File: src/rtl/sram_port_arbiter.sv
// Two-requester arbiter in front of one single-port SRAM: round-robin with per-requester lock,
// one-cycle response routing to the granted side, and a saturating dual-request counter.
module sram_port_arbiter #(
    parameter int unsigned ADDR_WIDTH     = 32,
    parameter int unsigned DATA_WIDTH     = 32,
    parameter int unsigned MEM_ADDR_WIDTH = 15,
    parameter int unsigned CNT_WIDTH      = 16
) (
    input  logic                      clk,
    input  logic                      rst_n,

    input  logic                      m0_req_i,
    input  logic                      m0_lock_i,
    input  logic                      m0_we_i,
    input  logic [ADDR_WIDTH-1:0]     m0_addr_i,
    input  logic [DATA_WIDTH/8-1:0]   m0_be_i,
    input  logic [DATA_WIDTH-1:0]     m0_wdata_i,
    output logic                      m0_gnt_o,
    output logic                      m0_rvalid_o,
    output logic [DATA_WIDTH-1:0]     m0_rdata_o,

    input  logic                      m1_req_i,
    input  logic                      m1_lock_i,
    input  logic                      m1_we_i,
    input  logic [ADDR_WIDTH-1:0]     m1_addr_i,
    input  logic [DATA_WIDTH/8-1:0]   m1_be_i,
    input  logic [DATA_WIDTH-1:0]     m1_wdata_i,
    output logic                      m1_gnt_o,
    output logic                      m1_rvalid_o,
    output logic [DATA_WIDTH-1:0]     m1_rdata_o,

    output logic                      mem_en_o,
    output logic                      mem_we_o,
    output logic [MEM_ADDR_WIDTH-1:0] mem_addr_o,
    output logic [DATA_WIDTH/8-1:0]   mem_be_o,
    output logic [DATA_WIDTH-1:0]     mem_wdata_o,
    input  logic [DATA_WIDTH-1:0]     mem_rdata_i,

    output logic [CNT_WIDTH-1:0]      conflict_cnt_o,
    input  logic                      clr_cnt_i
);

    logic                  r_rr_ptr;    // 0: m0 wins a tie, 1: m1 wins a tie
    logic                  r_lock_vld;
    logic                  r_lock_own;
    logic                  r_rsp_vld;
    logic                  r_rsp_own;
    logic [CNT_WIDTH-1:0]  r_cnt;

    logic                  w_both;
    logic                  w_gnt0;
    logic                  w_gnt1;
    logic                  w_any;
    logic                  w_gnt_lock;
    logic                  w_own_lock;
    logic [ADDR_WIDTH-1:0] w_addr;
    logic                  w_unused_addr;

    assign w_both = m0_req_i & m1_req_i;

    // A held lock blocks the other side even while the owner is idle.
    always_comb begin
        w_gnt0 = 1'b0;
        w_gnt1 = 1'b0;
        if (r_lock_vld) begin
            if (r_lock_own) begin
                w_gnt1 = m1_req_i;
            end else begin
                w_gnt0 = m0_req_i;
            end
        end else if (w_both) begin
            if (r_rr_ptr) begin
                w_gnt1 = 1'b1;
            end else begin
                w_gnt0 = 1'b1;
            end
        end else begin
            w_gnt0 = m0_req_i;
            w_gnt1 = m1_req_i;
        end
        if (!rst_n) begin
            w_gnt0 = 1'b0;
            w_gnt1 = 1'b0;
        end
    end

    assign w_any      = w_gnt0 | w_gnt1;
    assign w_gnt_lock = w_gnt1 ? m1_lock_i : m0_lock_i;
    assign w_own_lock = r_lock_own ? m1_lock_i : m0_lock_i;
    assign w_addr     = w_gnt1 ? m1_addr_i : m0_addr_i;

    assign w_unused_addr = ^{w_addr[ADDR_WIDTH-1:MEM_ADDR_WIDTH+2], w_addr[1:0]};

    assign m0_gnt_o    = w_gnt0;
    assign m1_gnt_o    = w_gnt1;
    assign mem_en_o    = w_any;
    assign mem_we_o    = w_any & (w_gnt1 ? m1_we_i : m0_we_i);
    assign mem_addr_o  = w_addr[MEM_ADDR_WIDTH+1:2];
    assign mem_be_o    = w_gnt1 ? m1_be_i : m0_be_i;
    assign mem_wdata_o = w_gnt1 ? m1_wdata_i : m0_wdata_i;

    always_ff @(posedge clk or negedge rst_n) begin
        if (!rst_n) begin
            r_rr_ptr   <= 1'b0;
            r_lock_vld <= 1'b0;
            r_lock_own <= 1'b0;
            r_rsp_vld  <= 1'b0;
            r_rsp_own  <= 1'b0;
            r_cnt      <= '0;
        end else begin
            r_rsp_vld <= w_any;
            if (w_any) begin
                r_rsp_own <= w_gnt1;
            end

            if (w_any && !w_gnt_lock) begin
                r_rr_ptr <= ~w_gnt1;
            end

            // While locked the owner's gnt follows its req, so its lock input alone
            // decides release: granted with lock=0 or idle with lock=0.
            if (r_lock_vld) begin
                r_lock_vld <= w_own_lock;
            end else if (w_any && w_gnt_lock) begin
                r_lock_vld <= 1'b1;
                r_lock_own <= w_gnt1;
            end

            if (clr_cnt_i) begin
                r_cnt <= '0;
            end else if (w_both && !(&r_cnt)) begin
                r_cnt <= r_cnt + 1'b1;
            end
        end
    end

    assign m0_rvalid_o    = r_rsp_vld & ~r_rsp_own;
    assign m1_rvalid_o    = r_rsp_vld & r_rsp_own;
    assign m0_rdata_o     = m0_rvalid_o ? mem_rdata_i : '0;
    assign m1_rdata_o     = m1_rvalid_o ? mem_rdata_i : '0;
    assign conflict_cnt_o = r_cnt;

endmodule
File: config.mk
export PLATFORM = sky130hd
export DESIGN_NAME = sram_port_arbiter
export DESIGN_NICKNAME = d
export VERILOG_FILES = /design/src/rtl/sram_port_arbiter.sv
export SDC_FILE = /design/constraint.sdc
export NUM_CORES = 1
export LEC_CHECK = 0
export BUFFER_PORTS_ARGS = -buffer_cell sky130_fd_sc_hd__buf_2
export CAP_MARGIN = 5
export CORE_AREA = 2 2 122 124
export CTS_BUF_LIST = sky130_fd_sc_hd__clkbuf_16
export CTS_CLUSTER_DIAMETER = 200
export DETAILED_ROUTE_END_ITERATION = 8
export DIE_AREA = 0 0 124 126
export GPL_ROUTABILITY_DRIVEN = 0
export GPL_TIMING_DRIVEN = 0
export PLACE_DENSITY = 0.51
export RECOVER_POWER = 25
export SETUP_SLACK_MARGIN = 0.15
export SKIP_CTS_REPAIR_TIMING = 1
export SLEW_MARGIN = 20
export SYNTH_ARGS = -nofsm -noshare
export SYNTH_HDL_FRONTEND = slang
export SYNTH_SLANG_ARGS = --single-unit
File: constraint.sdc
create_clock -name clk -period 3.64 [get_ports clk]
set_input_delay 0 -clock clk [delete_from_list [all_inputs] [get_ports clk]]
set_output_delay 0 -clock clk [all_outputs]
set_load 0.02 [all_outputs]
# Word level (Yosys, flattened, before mapping)
# Index checks and enable logic that the tools add are counted.
# word_totals
out_inout_bits	137
inputBits	177
reg_bits	21
wordCells	45
# op_classes
addsub	1
reduce_logical	8
muxes	22
n_bitwise	8
# ops
op	count
32-bit two-way mux	3
16-bit two-way mux	2
17-bit two-way mux	1
16-bit by 1-bit adder with 16-bit output (second input constant)	1
16-bit AND reduction	1
1-bit two-way mux	15
1-bit AND	4
4-bit two-way mux	1
1-bit logical AND	3
1-bit inverter	3
1-bit logical NOT	2
2-bit AND reduction	1
2-bit nonzero test	1
1-bit OR	1

# Depth between registers and ports, before layout
# depth
depth_word	8
depth_mapped	6
mapped_depth_nobuf	5

# Least setup slack after synthesis
# No wires, ideal clock.
# synth_path
path_type	register to register
from	reg r_cnt[0] (netlist: conflict_cnt_o[0])
to	reg r_cnt[0] (netlist: conflict_cnt_o[0])
path_stages_with_launch	7
synth_period_minus_slack_ns	1.655
arrival_ns	1.519
t_required_ns	3.504
n_path_buf	1
setup_ns	0.136
slack_ns	1.985
cell_sequence	dfrtp_1 -> ha_1 -> nand4_1 -> nor4_4 -> buf_6 -> or3_1 -> a21oi_1
# synth_via
elab_chain_len	4
word_cells_on_any_way	7
cone_classes	add/sub: 1; mux: 2; reduce/logical: 4
# synth_rtl
element	line_no	text
start: declaration	48	logic [CNT_WIDTH-1:0] r_cnt;
start signal: assignment	132	r_cnt <= r_cnt + 1'b1;
parallel branches: the longest is 4 deep, another holds 16-bit by 1-bit adder with 16-bit output	--	
# Parallel ways; which one is timed is not known. The select of a mux whose other input is x is not followed.
# A chain may end at the register's enable or synchronous reset.

# Worst setup path in the final report
# layout_path
from	in rst_n
to	out mem_wdata_o[27]
# layout_via
elab_chain_len	2
# layout_rtl
element	line_no	text
start: declaration	10	input logic rst_n,
1-bit two-way mux	81	if (!rst_n) begin
32-bit two-way mux	100	assign mem_wdata_o = w_gnt1 ? m1_wdata_i : m0_wdata_i;
end: declaration	36	output logic [DATA_WIDTH-1:0] mem_wdata_o,
# Every way passes these cells.

==> reports/qor.yml <==
sta:
  post-route-period-util: 0.605
  tns_ns: 0
  rsz0062_at_grt: "no"
  clock_skew_ns: 0.00356
  final-max-slew-violation-count: 0
  whs_ns: 0.0152
  hold_viol_final: 0
  worst_slack_ns: 1.44
  relSlewSlack: 0.652
  worst_pin_slew_ns: 0.522
  min_period_ns: 2.20
  setup_viol: 0
  fmax_mhz: 454
placement:
  dp_hpwl_mm: 9.44
  place_inst: 718
  port_buffers: 278
  placedInstanceArea_sq_um: 3850
  pre_cts_slack_ns: 1.72
yosys:
  synth_cells: 256
  syn_area_per_cell_sq_um: 8.70
  ys_warn_count: 0
  synth-edff-count: 0
  syn-cell-area_sq_um: 2230
  synth_top_area_frac: 0.236
  synth-main-ff-cell: "dfrtp_1"
  synth_top_area_cell: "dfrtp_1"
  netlist_top_cells_area: "dfrtp_1 24%, mux2_1 19%, and3_1 9.8%"
  synth_nets: 434
  yosysSeqAreaShare: 0.236
  async_reset_ff_frac: 1.00
  synth.distinct_cells: 43
  synth_seq_cells: 21
pwr:
  vdd_drop_max_mv: 0.152
  leakage_nw: 2.20
  switchingPower_uw: 749
  p_comb_frac: 0.652
  pwr-share-seq: 0.194
  pwr-share-clk: 0.154
  switching_share: 0.486
  p_int_uw: 791
  p_per_area_nw_per_um2: 394
final_layout:
  drive_gt1_frac: 0.536
  final_area_sq_um: 3910
  n_antenna_cell: 0
  instances_no_fill: 723
  final_nets: 718
  syn2layout_area_growth_pct: 75.5
drt:
  avgViaCountPerCell: 4.28
  wl_per_cell_um: 15.0
  drtIter0Drc: 106
  first_pass_iters: 7
  routed_wl_mm: 10.8
  antenna_left: 0
  drc: 0
  vias: 3092
worst_setup_path:
  startpoint_type: "input pin"
  crit_path_max_fanout: 23
  required_ns: 3.64
  crit_type: "in -> out"
  worstPathArrival_ns: 2.20
  crit_path_end_kind: "output port"
clock_network:
  clockRootBuffer: "clkbuf_16"
  cts-buffers-inserted: 3
  clk_pin_slew_ns: 0.06
  clock_sinks: 21
  cts_tree: "yes"
  h-tree-depth: 1
  worstSkewPairLatency_ns: 0.26
  clk_path_buf_depth: 2
run_status:
  outcome: "completed"
global_route:
  grt_max_degree: 24
  top_usage_layer: "met2"
  antenna_found_initial: 0
  met2_usage: 0.253
  grtUsageMet3: 0.0299
  grt_pass1_vias: 2865
  grt.overflow.total: 0
  grtUsageTotal: 0.127
  use_met1: 0.133
  grt_pass1_wl_mm: 15.1
floorplanning:
  fp.dieW_um: 124
  die_area_sq_um: 15600
  rows: 44
  fp.dieH_um: 126
  ioPinCount: 314
  core_sq_um: 14300
  start_util: 0.156
flow_run:
  drv_cap: 0
worst_hold_path:
  min_path_type: "in -> reg"
-- per-stage QoR --
step	power, mW	utilization
after detailed placement	1.33	0.269
after global placement	1.31	0.269
final	1.54	0.273
after CTS	1.57	0.274
after floorplan	0.925	-
after global routing	1.65	0.273
-- worst max-delay path: stages --
cell           delay [ns]
dlygate4sd3_1        0.53
buf_2                0.30
nand3_1              0.18
buf_2                0.26
buf_2                0.30
mux2_1               0.42
buf_2                0.19
-- flip-flops by register name, summed over array words and instances (netlist names) --
register,cells
r_rr_ptr,1
r_rsp_vld,1
conflict_cnt_o,16
r_rsp_own,1
r_lock_own,1
r_lock_vld,1
-- kinds of logic (layout without fill, tap and decap cells) --
family          count (synthesis)  count (layout)  synth area share
compound gates                 32              32            0.0904
mux                            54              54             0.272
flops                          21              21             0.236
fa+ha+maj                       1               1           0.00561
simple gates                  126             126             0.349
buf+inv                        22             305            0.0472
-- worst paths after layout --
kind,startpoint,endpoint,slack [ns],depth (start not counted)
worst max-delay path,rst_n,mem_wdata_o[27],1.44,7
worst min-delay path,m1_lock_i,r_rr_ptr,0.02,2
worst max register to register,conflict_cnt_o[0],conflict_cnt_o[0],1.87,6
worst min register to register,r_rr_ptr,r_rr_ptr,0.52,1
max in group asynchronous,rst_n,r_lock_own,3.03,2
min in group asynchronous,rst_n,conflict_cnt_o[14],0.26,2
-- cell usage in the layout, fill, tap and decap left out, types with 2 or more instances in the layout --
cell type  Yosys  routed
or4_1          4       4
o21ai_1        4       4
o31ai_1        6       6
and3_1        35      35
and4_1         3       3
nand2b_1       2       2
nand4_1        3       3
or3_1          6       6
a31oi_1        2       2
mux2_1        37      37
and2_1        34      34
buf_2          3     258
o21ai_0        2       2
buf_4          3       3
inv_1          3       4
a21oi_1       11      11
clkbuf_16      0       3
dfrtp_1       21      21
nand4_2        2       2
clkbuf_1      10      33
nand3_1        6       6
nor3_1         2       2
nor2b_1        4       4
mux2_2        16      16
nand2_1       12      12
nor2_1         7       7
-- routing by layer --
layer	vias up	share of wire
met3	7	0.10
met1	1388	0.36
li1	1501	-
met2	196	0.52
met4	0	0.0080
met5	-	0
-- power groups by stage --
| stage | clock (mW) | sequential [mW] | combinational (mW) |
|---|---|---|---|
| after floorplan | 0 | 0.290 | 0.635 |
| after global placement | 0 | 0.303 | 1.01 |
| after detailed placement | 0 | 0.304 | 1.02 |
| after CTS | 0.241 | 0.300 | 1.02 |
| after global routing | 0.254 | 0.305 | 1.09 |
| final | 0.237 | 0.298 | 1.00 |
-- Yosys cell counts, types with 6 or more instances --
cell type  number
mux2_1         37
a21oi_1        11
nand3_1         6
mux2_2         16
and2_1         34
nor2_1          7
o31ai_1         6
or3_1           6
nand2_1        12
clkbuf_1       10
dfrtp_1        21
and3_1         35
-- final cells by class --
type                            count  area (sq um)
Buffer                             18          90.1
Clock buffer                        3          75.1
Clock inverter                      1          3.75
Fill cell                        1574         10400
Inverter                            4          15.0
Multi-Input combinational cell    213          1600
Sequential cell                    21           526
Tap cell                          184           230
Timing Repair Buffer              279          1370
No activity file was read; power rests on OpenSTA's default activity.
